===== src/rtl/fifo_byte_packer.sv =====
// Pops lane-wide entries from a synchronous FIFO, packs PACK of them into one
// word (lane 0 in the LSBs) and hands the word downstream over valid/ready.
module fifo_byte_packer #(
  parameter int DATA_WIDTH = 8,
  parameter int PACK       = 4,
  localparam int CW        = $clog2(PACK + 1)
) (
  input  logic                       i_clk,
  input  logic                       i_reset,
  input  logic                       i_fifo_empty,
  input  logic                       i_fifo_valid,
  input  logic [DATA_WIDTH-1:0]      i_fifo_rdata,
  output logic                       o_fifo_ren,
  input  logic                       i_flush,
  output logic                       o_valid,
  input  logic                       i_ready,
  output logic [DATA_WIDTH*PACK-1:0] o_data,
  output logic [CW-1:0]              o_count,
  output logic                       o_busy,
  output logic                       dbg_state
);

  // Handshake: a word moves on any rising edge where o_valid & i_ready; o_valid
  // never drops and o_data/o_count never change while a word waits for i_ready.

  typedef enum logic {RUN = 1'b0, FLUSH = 1'b1} state_t;

  localparam logic [CW-1:0] PACK_C = CW'(PACK);

  state_t                             state;
  logic [CW-1:0]                      acc_cnt_r;
  logic                               pend_r;
  logic [PACK-1:0][DATA_WIDTH-1:0]    acc_r;

  logic land;
  logic slot_free;
  logic xfer_full;
  logic flush_done;
  logic xfer_part;
  logic xfer;
  logic room;

  assign land       = i_fifo_valid & pend_r;
  assign slot_free  = ~o_valid | i_ready;
  assign xfer_full  = (acc_cnt_r == PACK_C) & slot_free;
  // No read in flight means nothing can land, so the accumulator is final.
  assign flush_done = (state == FLUSH) & ~pend_r;
  assign xfer_part  = flush_done & (acc_cnt_r != '0) & slot_free;
  assign xfer       = xfer_full | xfer_part;
  assign room       = ({1'b0, acc_cnt_r} + {{CW{1'b0}}, pend_r}) < {1'b0, PACK_C};

  assign o_fifo_ren = ~i_reset & ~i_fifo_empty & (state == RUN) & ~i_flush &
                      (room | xfer_full);

  assign o_busy    = (acc_cnt_r != '0) | pend_r | o_valid | (state == FLUSH);
  assign dbg_state = state;

  always_ff @(posedge i_clk or posedge i_reset) begin
    if (i_reset) begin
      state     <= RUN;
      acc_cnt_r <= '0;
      pend_r    <= 1'b0;
      acc_r     <= '0;
      o_valid   <= 1'b0;
      o_data    <= '0;
      o_count   <= '0;
    end else begin
      pend_r <= o_fifo_ren;

      // A transfer and a land are mutually exclusive: both transfer kinds
      // imply no read is in flight.
      if (xfer) begin
        o_data    <= acc_r;
        o_count   <= acc_cnt_r;
        o_valid   <= 1'b1;
        acc_r     <= '0;
        acc_cnt_r <= '0;
      end else begin
        if (i_ready) o_valid <= 1'b0;
        if (land) begin
          for (int i = 0; i < PACK; i++) begin
            if (acc_cnt_r == CW'(i)) acc_r[i] <= i_fifo_rdata;
          end
          acc_cnt_r <= acc_cnt_r + CW'(1);
        end
      end

      case (state)
        RUN:     if (i_flush) state <= FLUSH;
        FLUSH:   if (flush_done && (acc_cnt_r == '0 || slot_free)) state <= RUN;
        default: state <= RUN;
      endcase
    end
  end

endmodule


===== config.mk =====
export PLATFORM = sky130hd
export DESIGN_NAME = fifo_byte_packer
export DESIGN_NICKNAME = d
export VERILOG_FILES = /design/src/rtl/fifo_byte_packer.sv
export SDC_FILE = /design/constraint.sdc
export NUM_CORES = 1
export LEC_CHECK = 0
export CAP_MARGIN = 10
export CORE_UTILIZATION = 48
export CTS_BUF_LIST = sky130_fd_sc_hd__clkbuf_16
export DETAILED_ROUTE_END_ITERATION = 12
export DONT_BUFFER_PORTS = 1
export PLACE_DENSITY = 0.67
export SYNTH_ARGS = -nofsm -noshare
export SYNTH_HDL_FRONTEND = slang
export SYNTH_SLANG_ARGS = --single-unit

===== constraint.sdc =====
create_clock -name i_clk -period 5.8 [get_ports i_clk]
set_input_delay 0.87 -clock i_clk [delete_from_list [all_inputs] [get_ports i_clk]]
set_output_delay 0.87 -clock i_clk [all_outputs]
set_load 0.005 [all_outputs]

## Yosys cells after proc, flatten, opt, wreduce, memory -nomap -nowiden

Index checks and enable logic that the tools add are counted.

| storage, ports and cells | value |
|---|---|
| input port bits | 14 |
| word-level logic and storage cells | 65 |
| output and inout bits | 39 |
| bits in registers | 73 |

| cells by class | value |
|---|---|
| eq/ne operators | 4 |
| add/subtract/negate cells | 2 |
| mux-type cells | 13 |
| magnitude comparators | 1 |
| bitwise operators | 21 |
| reduce and logical (&&, ||, !) cells | 14 |

Operators with widths:

| kind | number |
|---|---|
| two-way mux 32 bit | 2 |
| two-way mux 8 bit | 4 |
| nonzero test 2 bit | 6 |
| AND 1 bit | 9 |
| AND reduction 2 bit | 4 |
| equality test 3 x 2 -> 1 bit, second input constant | 2 |
| two-way mux 3 bit | 2 |
| NOT 1 bit | 6 |
| OR 1 bit | 6 |
| adder 3 x 1 -> 4 bit | 1 |
| less-than comparator 4 x 3 -> 1 bit, second input constant | 1 |
| two-way mux 1 bit | 4 |
| adder 3 x 1 -> 3 bit, second input constant | 1 |
| equality test 3 x 1 -> 1 bit, second input constant | 1 |
| equality test 3 bit, second input constant | 1 |
| zero test 3 bit | 1 |
| nonzero test 3 bit | 1 |
| one-hot mux 1 bit (2 select lines) | 1 |
| logical AND 1 bit | 1 |
| logical OR 1 bit | 1 |

## Depth between registers and ports, before layout

Gate-level depths: netlist of the first run.

| logic depth | value |
|---|---|
| depth in word-level cells | 7 |
| depth in mapped cells | 8 |
| depth with buffers taken out | 6 |

## Least setup slack after synthesis of the first run

No wires, ideal clock.

| timing | value |
|---|---|
| path kind | input -> output |
| start | in i_ready |
| end | out o_fifo_ren |
| buffers on the path | 0 |
| required time | 4.930 ns |
| stages | 3 |
| path slack | 3.475 ns |
| arrival | 1.455 ns |
| cells stage by stage | nand2b_2 a31oi_1 nor4b_1 |

| on the way | value |
|---|---|
| longest elaborated chain between the ends | 4 |

RTL lines:

| item | RTL line | RTL |
|---|---|---|
| start: declaration | 16 | `input logic i_ready,` |
| OR 1 bit | 44 | `assign slot_free = ~o_valid \| i_ready;` |
| AND 1 bit | 45 | `assign xfer_full = (acc_cnt_r == PACK_C) & slot_free;` |
| OR 1 bit | 53 | `(room \| xfer_full);` |
| AND 1 bit | 52 | `assign o_fifo_ren = ~i_reset & ~i_fifo_empty & (state == RUN) & ~i_flush &` |
| end: declaration | 13 | `output logic o_fifo_ren,` |

No other way between the ends.

## Worst setup path in the final report of the first run

| timing | value |
|---|---|
| start | reg acc_cnt_r[0] |
| end | out o_busy |

| on the way | value |
|---|---|
| longest elaborated chain between the ends | 4 |

RTL lines:

| item | RTL line | RTL |
|---|---|---|
| start: declaration | 31 | `logic [CW-1:0] acc_cnt_r;` |
| start signal: assignment | 84 | `acc_cnt_r <= acc_cnt_r + CW'(1);` |
| nonzero test 3 bit | 55 | `assign o_busy = (acc_cnt_r != '0) \| pend_r \| o_valid \| (state == FLUSH);` |
| OR 1 bit (3 in series) | 55 |  |
| end: declaration | 19 | `output logic o_busy,` |

No other way between the ends.

==> results of run 1 <==
[worst paths after layout]
check | start | end | slack, ns
worst min register to register | acc_r[9] | o_data[9] | 0.51
min in group asynchronous | i_reset | pend_r | 0.70
worst min-delay path | acc_r[9] | o_data[9] | 0.51
worst max-delay path | acc_cnt_r[0] | o_busy | 3.20
worst max register to register | acc_cnt_r[0] | acc_r[13] | 3.64
max in group asynchronous | i_reset | acc_r[26] | 4.50
[per-layer routing]
metal | up-vias | GRT usage [%] | share of wire, %
met2 | 59 | 30.2 | 45
met5 | - | 0 | 0
met1 | 894 | 26.2 | 47
li1 | 882 | - | -
met4 | 0 | 6.67 | 1.3
met3 | 9 | 9.67 | 7.1
[placed cells by master (no fill, tap or decap), drive strengths merged]
cell type,count
a31oi,2
and2,3
dfrtp,73
mux2,32
or4,1
xnor2,1
mux2i,1
clkbuf,9
nand2,57
ha,5
a211oi,1
inv,7
a21oi,26
nor4b,1
o211ai,1
clkinv,4
nand3,8
and3b,1
nand2b,4
buf,3
nor2,5
o21ai,19
or2,1
nor2b,1
[stage by stage]
step	utilization [%]	hold slack (ns)	total power [mW]	instances	worst slack, ns
floorplan	-	0.473	1.04	260	3.08
global placement	51.3	0.488	1.07	325	3.41
detailed placement	51.3	0.493	1.09	325	3.38
CTS	55.6	0.508	1.57	341	3.17
global route	55.6	0.515	1.64	341	3.06
finish	55.6	0.506	1.55	341	3.20
[flip-flops by register name (all words and copies together), names as in the netlist]
signal and cells:
acc_r 32, o_data 32, acc_cnt_r 3, o_count 3, dbg_state 1, o_valid 1
pend_r 1
[cells by family (layout without fill, tap and decap cells)]
kind of cell,Yosys count,after routing,synth area share (%)
and+or+nand+nor,82,82,12.0
AOI/OAI and AO/OA,49,49,9.18
adders and majority gates,5,5,2.03
xor gates and xnor gates,1,1,0.284
buffers and inverters,17,23,3.29
DFF,73,73,59.3
muxes,33,33,14.0
[worst max-delay path: cells and delay by family, from the launching register on]
kind / cells / cell delay (ns)
adders and majority gates: 1 / 0.30
buffers and inverters: 1 / 0.12
DFF: 1 / 0.44
and+or+nand+nor: 2 / 0.54
[cell type report]
type                    instances  area [um^2]
clock buffers                   9          225
clock inverters                 7         31.3
fillers                       529         2690
inverters                       4         15.0
multi-input cells             170         1150
flip-flops and latches         73         1830
well taps                      75         93.8
repair buffers                  3         22.5
[report_power, final]
group	switching (mW)	leakage [nW]	internal, mW
registers	0.0653	0.994	0.594
clock network	0.193	0.143	0.281
logic	0.240	0.486	0.181
total	0.497	1.62	1.06
==> metrics.csv, run 1 <==
metric;value;unit
pwr/cell area;461;mW/mm^2
top post-synthesis cells by count;73 x dfrtp_1, 57 x nand2_1, 26 x a21oi_1;
fin. max-slew vios;0;
Worst-path clk slew;0.05;ns
half-perimeter wire length after placement;3.91;mm
post-route cell area;0.00337;mm^2
final hold vios;0;
detailed-route via count;1844;
Vias/cell;5.41;
largest net degree at the start of global routing;74;
Avg Cell Area, Syn;11.9;um^2
Detailed Route WL;6.00;mm
area of placed instances;0.00311;mm^2
average wire per cell in the routed design;17.6;um
hold depth;1;
nets@finish;280;
main flop type after synthesis;dfrtp_1;
Max Freq;384;MHz
CP Cell Sequence;inv_1, ha_1, nand2b_4, or4_1;
R2R cell count;6;
GRT Util Overall;20.3;%
clock latency on the worst-skew pair;0.33;ns
Worst Setup End Kind;output port;
Initial Util;50.8;%
clock tree buffer depth;2;
Critical Path AT;1.73;ns
Die Ht;82.1;um
syn_nets;279;
top-count cell post-synth;dfrtp_1;
Cells after Synth;260;
# port buffers;0;
Data required, critical path;4.93;ns
RePlAce Congestion;0.769;
RSZ-0062 raised after global routing;no;
Worst VDD drop;0.408;mV
Die W;82.1;um
Slew HR;27.5;%
hold_buf cts;0;
synth top area cells;dfrtp_1 59%, mux2_4 7.3%, nand2_1 6.9%;
I/O pins;53;
initial antenna violation count;0;
Layout Area Growth over Synthesis;9.30;%
die area;0.00674;mm^2
sequential fraction of the synthesis area;59.3;%
layout cells sized above 1;23.3;%
Max stage delay on crit path;0.44;ns
Initial DRC Count;100;
drt pass-1 iters;4;
Setup Viol. Count Final;0;
core area;0.00606;mm^2
GR Overflow Total;0;
Async SR Flop Fraction;100;%
critical path class;reg2out;
top cell type's share of synthesized area;59.3;%
setup total negative slack;0;ns
PostCTS Resize Cnt;0;
Final ANT Viol Nets;0;
Post-synth EDFFs;0;
vias in the first global route;1864;
max cap viols;0;
H-tree Lvls;3;
Synth Warn #;0;
row count;28;
crit-path max FO;5;
startpoint type of the worst setup path;register;
first-pass GRT wire length;9.70;mm
n_diodes;0;
P_leak;1.62;nW
Syn Std Cell Area;0.00308;mm^2
cell taking the most area after synthesis;dfrtp_1;
# clock sinks;73;
Post-CTS Repair Setup Buffers;0;
CTS tree;built;
post-synthesis cell type count;29;
Tmin final;2.60;ns
CTS Buf Count;9;
status;finished, final reports clean;
slowest CP cell;dfrtp_1;
Root Driver;clkbuf_16;
synthesized flop and latch total;73;
period utilisation layout;44.9;%
DRC viols;0;
Hold Crit Class;reg2reg;
Slew @ Worst Pin;1.09;ns
clock skew;0.00377;ns
Note: power is estimated with default switching activity, not from simulation.
==> inputs of run 2 (changes only) <==
- PLACE_DENSITY: 0.67 -> 0.69
- clock period: 5.8 -> 2.15 ns (I/O delays scaled with it)
==> metrics.csv, run 2 (synthesis gave the netlist of run 1 again) <==
metric;value;unit;change
final core utilization;57.6;%;+2.0 points
clock latency on the worst-skew pair;0.33;ns;about the same
RePlAce Congestion;0.840;;+9.1%
most frequent cells in the layout;73 x dfrtp_1, 57 x nand2_1, 26 x a21oi_1;;
setup total negative slack;0;ns;unchanged
Max stage delay on crit path;0.43;ns;about the same
max cap viols;0;;unchanged
die area;0.00674;mm^2;unchanged
vias in the first global route;1879;;+0.80%
initial antenna violation count;0;;unchanged
delay-heaviest family, CP;simple AND/OR/NAND/NOR gates;;
Root Driver;clkbuf_16;;
met3 Use GR;8.68;%;-0.99 points
CP Cell Sequence;inv_1, ha_1, nand2b_4, or4_1;;
Data required, critical path;1.83;ns;-3.10 ns
P_leak;1.65;nW;+1.5%
average wire per cell in the routed design;17.4;um;-1.2%
Hold Crit Class;in2reg;;
Tmin final;2.05;ns;
row count;28;;unchanged
largest net degree at the start of global routing;74;;unchanged
Seq. cell area;0.00183;mm^2;unchanged
post-route cell area;0.00349;mm^2;+3.6%
period utilisation layout;95.5;%;
# clock sinks;73;;unchanged
grt met1 use;27.2;%;+1.0 points
non-filler cells, final;345;;+1.2%
Final ANT Viol Nets;0;;unchanged
met2 Use GR;29.0;%;-1.2 points
worst hold slack;0.0611;ns;-0.445 ns
GRT Util Overall;20.7;%;+0.32 points
area of placed instances;0.00318;mm^2;+2.1%
CTS Buf Count;9;;unchanged
layout cells sized above 1;25.6;%;+2.2 points
final setup margin;0.0974;ns;-3.10 ns
core area;0.00606;mm^2;unchanged
Slew HR;59.4;%;+32 points
GR Overflow Total;0;;unchanged
Worst VDD drop;0.865;mV;+110%
H-tree Lvls;3;;unchanged
n_diodes;0;;unchanged
Detailed Route WL;6.00;mm;about the same
slowest CP cell;dfrtp_1;;
Die Ht;82.1;um;unchanged
Layout Area Growth over Synthesis;13.2;%;
Vias/cell;5.46;;+1.0%
CP bufs+invs;1;;unchanged
first-pass GRT wire length;9.76;mm;+0.57%
Critical Path AT;1.73;ns;about the same
grt peak-use layer;met2;;
startpoint type of the worst setup path;register;;
Fill cells;503;;-4.9%
clock skew;0.00363;ns;-0.000132 ns
commonest non-fill, non-tap cell in the layout;dfrtp_1;;
half-perimeter wire length after placement;3.93;mm;+0.58%
Setup Viol. Count Final;0;;unchanged
Regs by FF count;acc_r (32), o_data (32);;
pwr/cell area;1280;mW/mm^2;+180%
final hold vios;0;;unchanged
Place WS;0.158;ns;-3.22 ns
clock tree buffer depth;2;;unchanged
# port buffers;0;;unchanged
power after layout;4.47;mW;+190%
drt pass-1 iters;4;;unchanged
fin. max-slew vios;0;;unchanged
placed cell count;328;;+0.92%
nets@finish;284;;+1.4%
Die W;82.1;um;unchanged
status;finished, final reports clean;;
Worst Setup End Kind;output port;;
CTS tree;built;;
Worst-path clk slew;0.06;ns;about the same
Initial DRC Count;160;;+60%
DRC viols;0;;unchanged
Slew @ Worst Pin;0.609;ns;-0.478 ns
RSZ-0062 raised after global routing;no;;
I/O pins;53;;unchanged
detailed-route via count;1885;;+2.2%
crit-path max FO;5;;unchanged
footprint of the multi-input gates;0.00116;mm^2;+0.54%
Initial Util;50.8;%;unchanged
critical path class;reg2out;;
Max Freq;487;MHz;
==> run 2: changes by cell type in the layout (fill, tap and decap cells not counted), sizes merged <==
cell,change
clkinvlp,+4
inv,-4
buf,+3
bufinv,+1
clkinv,-1
dlygate4sd3,+1
==> run 2: timing repair <==
item                       4_1_cts  5_1_grt
gates resized for setup          0        1
buffers inserted                 0        0
hold endpoints to repair        73        0
hold buffers                     1        0
setup endpoints to repair        0        1
==> run 2: worst register-to-register path: cells and delay by family, from the launching register on <==
| kind | cells | cell delay (ns) |
|---|---|---|
| fa+ha+maj | 1 | 0.29 |
| compound gates | 1 | 0.35 |
| mux | 1 | 0.38 |
| buf+inv | 2 | 0.44 |
| flops | 1 | 0.43 |
==> run 2: report_power, final <==
group	switching [mW]	internal, mW	total [mW]
Combinational	0.659	0.575	1.23
Clock	0.563	0.894	1.46
Sequential	0.175	1.60	1.78
==> run 2: layer usage <==
| metal | vias to the layer above | part of all wire [%] | wire, um |
|---|---|---|---|
| met4 | 0 | 2.4 | 144 |
| met5 | - | 0 | 0 |
| met3 | 13 | 8.9 | 532 |
| met1 | 908 | 44 | 2640 |
| met2 | 66 | 45 | 2680 |
| li1 | 898 | - | - |
==> run 2: cell type report <==
| cell class | instances | share of cell area (%) |
|---|---|---|
| sequential | 73 | 52.4 |
| multi-input combinational | 170 | 33.2 |
| clock buffer | 9 | 6.46 |
| tap | 75 | 2.69 |
| timing repair buffer | 7 | 2.65 |
| clock inverter | 7 | 2.04 |
| inverter | 4 | 0.538 |
==> run 2: worst paths after layout <==
| kind | startpoint | endpoint | cells past startpoint | slack, ns |
|---|---|---|---|---|
| max | acc_cnt_r[0] | o_busy | 4 | 0.1 |
| min | i_fifo_empty | pend_r | 1 | 0.06 |
| max reg2reg | acc_cnt_r[0] | o_data[17] | 5 | 0.15 |
| min reg2reg | acc_r[7] | o_data[7] | 1 | 0.50 |
| max in group asynchronous | i_reset | acc_r[22] | 3 | 1.27 |
| min in group asynchronous | i_reset | o_count[0] | 3 | 0.57 |
